<file path="src/rtl/iic_slave_regs.sv">
// I2C target with a byte register bank: address match, register pointer, then auto-incrementing
// writes or reads. SCL/SDA are oversampled on clk_i; SDA is driven open-drain via sda_oe_o.
//   state     | meaning
//   IDLE      | wait for START       ADDR/PTR/WDATA | shift a byte in     *_ACK | hold ACK low
//   RDATA     | shift a byte out     RACK           | master ACK/NACK     WAIT_STOP | ignore bus
module iic_slave_regs #(
    parameter logic [6:0] DEV_ADDR = 7'h50,
    parameter int         NREG     = 16,
    parameter int         AW       = 4
) (
    input  logic              clk_i,
    input  logic              rstn_i,
    input  logic              scl_i,
    input  logic              sda_i,
    output logic              sda_oe_o,
    output logic              wr_pulse_o,
    output logic [AW-1:0]     wr_addr_o,
    output logic [7:0]        wr_data_o,
    output logic [NREG*8-1:0] regs_o,
    output logic              busy_o
);

    typedef enum logic [3:0] {
        S_IDLE, S_ADDR, S_ADDR_ACK, S_PTR, S_PTR_ACK,
        S_WDATA, S_WDATA_ACK, S_RDATA, S_RACK, S_WAIT_STOP
    } state_t;

    // [0] first sync stage, [1] synchronized value, [2] previous synchronized value
    logic [2:0] scl_q, sda_q;

    always_ff @(posedge clk_i or negedge rstn_i) begin
        if (!rstn_i) begin
            scl_q <= 3'b111;
            sda_q <= 3'b111;
        end else begin
            scl_q <= {scl_q[1:0], scl_i};
            sda_q <= {sda_q[1:0], sda_i};
        end
    end

    logic scl_rise, scl_fall, bus_start, bus_stop, sda_s;
    assign sda_s     = sda_q[1];
    assign scl_rise  =  scl_q[1] & ~scl_q[2];
    assign scl_fall  = ~scl_q[1] &  scl_q[2];
    assign bus_start =  scl_q[1] &  scl_q[2] &  sda_q[2] & ~sda_q[1];
    assign bus_stop  =  scl_q[1] &  scl_q[2] & ~sda_q[2] &  sda_q[1];

    state_t          state_q;
    logic [2:0]      bcnt_q;
    logic            done_q;
    logic            rw_q;
    logic            nack_q;
    logic [7:0]      shreg_q;
    logic [AW-1:0]   ptr_q;
    logic [7:0]      regs_q [NREG];
    logic [7:0]      rd_byte;

    assign rd_byte = regs_q[ptr_q];

    for (genvar k = 0; k < NREG; k++) begin : g_flat
        assign regs_o[k*8 +: 8] = regs_q[k];
    end

    always_ff @(posedge clk_i or negedge rstn_i) begin
        if (!rstn_i) begin
            state_q    <= S_IDLE;
            bcnt_q     <= 3'd7;
            done_q     <= 1'b0;
            rw_q       <= 1'b0;
            nack_q     <= 1'b0;
            shreg_q    <= '0;
            ptr_q      <= '0;
            sda_oe_o   <= 1'b0;
            wr_pulse_o <= 1'b0;
            wr_addr_o  <= '0;
            wr_data_o  <= '0;
            busy_o     <= 1'b0;
            for (int k = 0; k < NREG; k++) regs_q[k] <= '0;
        end else begin
            wr_pulse_o <= 1'b0;
            if (bus_start) begin
                state_q  <= S_ADDR;
                bcnt_q   <= 3'd7;
                done_q   <= 1'b0;
                sda_oe_o <= 1'b0;
                busy_o   <= 1'b0;
            end else if (bus_stop) begin
                state_q  <= S_IDLE;
                sda_oe_o <= 1'b0;
                busy_o   <= 1'b0;
            end else begin
                case (state_q)
                    S_ADDR, S_PTR, S_WDATA: begin
                        if (scl_rise && !done_q) begin
                            shreg_q <= {shreg_q[6:0], sda_s};
                            if (bcnt_q == 3'd0) done_q <= 1'b1;
                            else                bcnt_q <= bcnt_q - 3'd1;
                        end else if (scl_fall && done_q) begin
                            done_q <= 1'b0;
                            bcnt_q <= 3'd7;
                            if (state_q == S_ADDR) begin
                                if (shreg_q[7:1] == DEV_ADDR) begin
                                    state_q  <= S_ADDR_ACK;
                                    sda_oe_o <= 1'b1;
                                    busy_o   <= 1'b1;
                                    rw_q     <= shreg_q[0];
                                end else begin
                                    state_q <= S_IDLE;
                                end
                            end else if (state_q == S_PTR) begin
                                state_q  <= S_PTR_ACK;
                                sda_oe_o <= 1'b1;
                                ptr_q    <= shreg_q[AW-1:0];
                            end else begin
                                state_q        <= S_WDATA_ACK;
                                sda_oe_o       <= 1'b1;
                                regs_q[ptr_q]  <= shreg_q;
                                wr_pulse_o     <= 1'b1;
                                wr_addr_o      <= ptr_q;
                                wr_data_o      <= shreg_q;
                                ptr_q          <= ptr_q + AW'(1);
                            end
                        end
                    end
                    S_ADDR_ACK: begin
                        if (scl_fall) begin
                            bcnt_q <= 3'd7;
                            done_q <= 1'b0;
                            if (rw_q) begin
                                state_q  <= S_RDATA;
                                shreg_q  <= rd_byte;
                                sda_oe_o <= ~rd_byte[7];
                            end else begin
                                state_q  <= S_PTR;
                                sda_oe_o <= 1'b0;
                            end
                        end
                    end
                    S_PTR_ACK, S_WDATA_ACK: begin
                        if (scl_fall) begin
                            state_q  <= S_WDATA;
                            sda_oe_o <= 1'b0;
                            bcnt_q   <= 3'd7;
                            done_q   <= 1'b0;
                        end
                    end
                    S_RDATA: begin
                        // bcnt counts bits still to present; the fall after bit 0 hands SDA to the master
                        if (scl_fall) begin
                            if (bcnt_q == 3'd0) begin
                                state_q  <= S_RACK;
                                sda_oe_o <= 1'b0;
                                ptr_q    <= ptr_q + AW'(1);
                            end else begin
                                shreg_q  <= {shreg_q[6:0], 1'b0};
                                sda_oe_o <= ~shreg_q[6];
                                bcnt_q   <= bcnt_q - 3'd1;
                            end
                        end
                    end
                    S_RACK: begin
                        if (scl_rise) begin
                            nack_q <= sda_s;
                        end else if (scl_fall) begin
                            if (nack_q) begin
                                state_q  <= S_WAIT_STOP;
                                sda_oe_o <= 1'b0;
                            end else begin
                                state_q  <= S_RDATA;
                                shreg_q  <= rd_byte;
                                sda_oe_o <= ~rd_byte[7];
                                bcnt_q   <= 3'd7;
                            end
                        end
                    end
                    S_WAIT_STOP: sda_oe_o <= 1'b0;
                    default:     sda_oe_o <= 1'b0;
                endcase
            end
        end
    end

endmodule

</file>
<file path="config.mk">
export PLATFORM = sky130hd
export DESIGN_NAME = iic_slave_regs
export DESIGN_NICKNAME = d
export VERILOG_FILES = /design/src/rtl/iic_slave_regs.sv
export SDC_FILE = /design/constraint.sdc
export NUM_CORES = 1
export LEC_CHECK = 0
export ABC_AREA = 1
export ABC_CLOCK_PERIOD_IN_PS = 5800
export CELL_PAD_IN_SITES_DETAIL_PLACEMENT = 1
export CELL_PAD_IN_SITES_GLOBAL_PLACEMENT = 1
export CORE_MARGIN = 2
export CORE_UTILIZATION = 43
export DETAILED_ROUTE_END_ITERATION = 8
export PLACE_DENSITY_LB_ADDON = 0.12
export SLEW_MARGIN = 20
export SYNTH_ARGS = -nofsm -noshare
export SYNTH_HDL_FRONTEND = slang
export SYNTH_SLANG_ARGS = --single-unit
</file>
<file path="constraint.sdc">
create_clock -name clk_i -period 5.8 [get_ports clk_i]
set_input_delay 0.87 -clock clk_i [delete_from_list [all_inputs] [get_ports clk_i]]
set_output_delay 0.87 -clock clk_i [all_outputs]
set_load 0.02 [all_outputs]
</file>
==> flow_metrics.env <==
export IMPL_run_status="finished, final reports clean"
export IMPL_min_period_ns=2.41
export IMPL_synth_seq_cells=171
export IMPL_worst_pin_slew_ns=1.10
export IMPL_sw_frac_of_total=0.450
export IMPL_yosys_cell_types_count=32
export IMPL_grt_max_degree=79
export IMPL_fin_nets=1310
export IMPL_grt_usage=0.270
export IMPL_hold_class="reg -> reg"
export IMPL_p_clk_frac=0.247
export IMPL_synthToLayoutAreaGrowth_pct=23.6
export IMPL_grtUsageMet3=0.0373
export IMPL_wire_per_inst_um=18.2
export IMPL_routed_wl_um=28800
export IMPL_clkTransAtPathRegs_ns=0.06
export IMPL_power_frac_comb=0.446
export IMPL_fp_row_count=53
export IMPL_drc=0
export IMPL_die_x_um=149
export IMPL_gr_total_overflow=0
export IMPL_vias=8196
export IMPL_cp_end_kind="primary output"
export IMPL_cpPeakStageDelay_ns=0.66
export IMPL_pin_count=147
export IMPL_cts_setup_buffers=0
export IMPL_synth_top_area_frac=0.448
export IMPL_numPortBuffers=146
export IMPL_syn_nets=1191
export IMPL_crit_required_ns=4.93
export IMPL_syn_inst=1181
export IMPL_tritoncts="done"
export IMPL_worstPathArrival_ns=1.54
export IMPL_crit_family="buffers and inverters"
export IMPL_dp_final_hpwl_um=19700
export IMPL_relSlewSlack=0.268
export IMPL_skew_ns=0.00861
export IMPL_critPathLaunchType="flip-flop"
export IMPL_rsz0062_at_grt="false"
export IMPL_cp_cell_sequence="clkdlybuf4s50_1"
export IMPL_setup_viol=0
export IMPL_top_usage_layer="met2"
export IMPL_p_sw_mw=2.22
export IMPL_grt_pass1_wl_um=46100
export IMPL_crit_buf_inv=1
export IMPL_cp_max_fo=3
export IMPL_crit_type="reg -> out"
export IMPL_drtAntennaViolNets=0
export IMPL_cap_violations=0
export IMPL_die_area_sq_um=22200
export IMPL_p_leak_nw=5.60
export IMPL_stdcell_area_sq_um=11200
export IMPL_min_period_over_period=0.415
export IMPL_clockRootBuffer="clkbuf_16"
export IMPL_crit_slowest_cell="clkdlybuf4s50_1"
export IMPL_cts_made_buffers=17
export IMPL_finalNonFillerCells=1586
export IMPL_seqPwrFrac=0.308
export IMPL_tns_ns=0
export IMPL_dp_cells=1556
export IMPL_globalRouteMet1Util=0.361
export IMPL_p_int_mw=2.71
export IMPL_slew_violations=0
export IMPL_fp_dieH_um=149
export IMPL_clock_path_buffers=2
export IMPL_dr_pass1_iters=5
export IMPL_synth_area_leaders="dfrtp_1, nand2_1, o21ai_1"
export IMPL_hold_ws_ns=0.357
export IMPL_final_common_cell="nand2_1"
export IMPL_max_freq_mhz=416
export IMPL_initial_utilization=0.434
export IMPL_syn_area_per_cell_sq_um=7.66
export IMPL_hold_viol=0
export IMPL_viasPerCell=5.17
export IMPL_grt_util_met2=0.451
export IMPL_antenna_found_initial=0
export IMPL_ir_drop_uv=252
export IMPL_p_per_area_nw_per_um2=441
export IMPL_synth_area_sq_um=9040
export IMPL_gp_congestion=0.864
export IMPL_ys_seq_area_frac=0.474
export IMPL_first_iter_violations=392
export IMPL_layout_common_cells="nand2_1, dfrtp_1, clkdlybuf4s50_1"
export IMPL_placed_area_sq_um=10600
export IMPL_design_power_total_mw=4.93
export IMPL_cts_htree_levels=4
export IMPL_n_antenna_cell=0
export IMPL_yosys_area_top_type="dfrtp_1"
export IMPL_cts_hold_buf=0
export IMPL_cts_resized_gates=0
export IMPL_grt_pass1_vias=8442
export IMPL_coreArea_sq_um=20800
export IMPL_ys_warn_count=0
export IMPL_drive_gt1_frac=0.105
export IMPL_clk_latency_ns=0.44
export IMPL_clock_sinks=171
worst paths after layout:
kind | start | end | slack [ns] | cells after the start
setup / recovery | regs_o[97] | regs_o[97] | 3.39 | 1
hold / removal | sda_q[0] | sda_q[1] | 0.36 | 0
setup reg to reg | ptr_q[0] | regs_o[97] | 3.46 | 8
hold reg to reg | sda_q[0] | sda_q[1] | 0.36 | 0
max in group asynchronous | rstn_i | nack_q | 4.13 | 2
min in group asynchronous | rstn_i | regs_o[38] | 0.47 | 1
synth_stat cells, drive strengths merged:
cell type / number
ha: 6
a31oi: 1
clkinv: 1
inv: 127
o21ai: 153
nand3: 79
a21oi: 7
xor2: 2
nand2: 492
a21boi: 1
buf: 33
o211ai: 1
nand4: 4
dfstp: 9
dfrtp: 162
and2: 1
nor2: 79
nor3: 3
clkbuf: 20
metal layers:
layer  wire [um]  vias to the layer above
met5           0                        -
met3         989                       36
met2       13900                      177
met1       13200                     4062
li1            -                     3921
met4         660                        0
per-stage QoR:
step / utilization / worst slack [ns]
floorplan: - / 3.95
global placement: 0.507 / 3.57
detailed placement: 0.507 / 3.50
CTS: 0.537 / 3.39
global route: 0.537 / 3.30
finish: 0.537 / 3.39
flip-flops by register name (all words and copies together) (netlist names), 3 cells and up:
name	count
bcnt_q	3
ptr_q	4
regs_o	128
scl_q	3
sda_q	3
shreg_q	8
state_q	4
wr_addr_o	4
wr_data_o	8
logic make-up after synthesis:
logic type                 count (synthesis)  share of synthesized area
xor gates and xnor gates                   2                    0.00194
adders and majority gates                  6                    0.00830
and+or+nand+nor                          658                      0.321
DFF                                      171                      0.474
buffers and inverters                    181                     0.0914
AOI/OAI and AO/OA                        163                      0.103
power by group through the flow:
| stage | logic [mW] | registers, mW | clock network [mW] |
|---|---|---|---|
| 3_3_place_gp | 2.13 | 1.53 | 0 |
| 4_1_cts | 2.21 | 1.52 | 1.23 |
| 6_report | 2.20 | 1.52 | 1.22 |
| 2_1_floorplan | 1.40 | 1.60 | 0 |
| 5_1_grt | 2.42 | 1.54 | 1.28 |
| 3_5_place_dp | 2.19 | 1.54 | 0 |
final cells by class:
type	instances	area, sq um
clock inverters	11	171
clock buffers	19	443
flip-flops and latches	171	4290
fillers	2603	9640
multi-input cells	829	3930
repair buffers	153	1520
inverters	128	485
well taps	275	344
(Power assumes the default switching activity.)
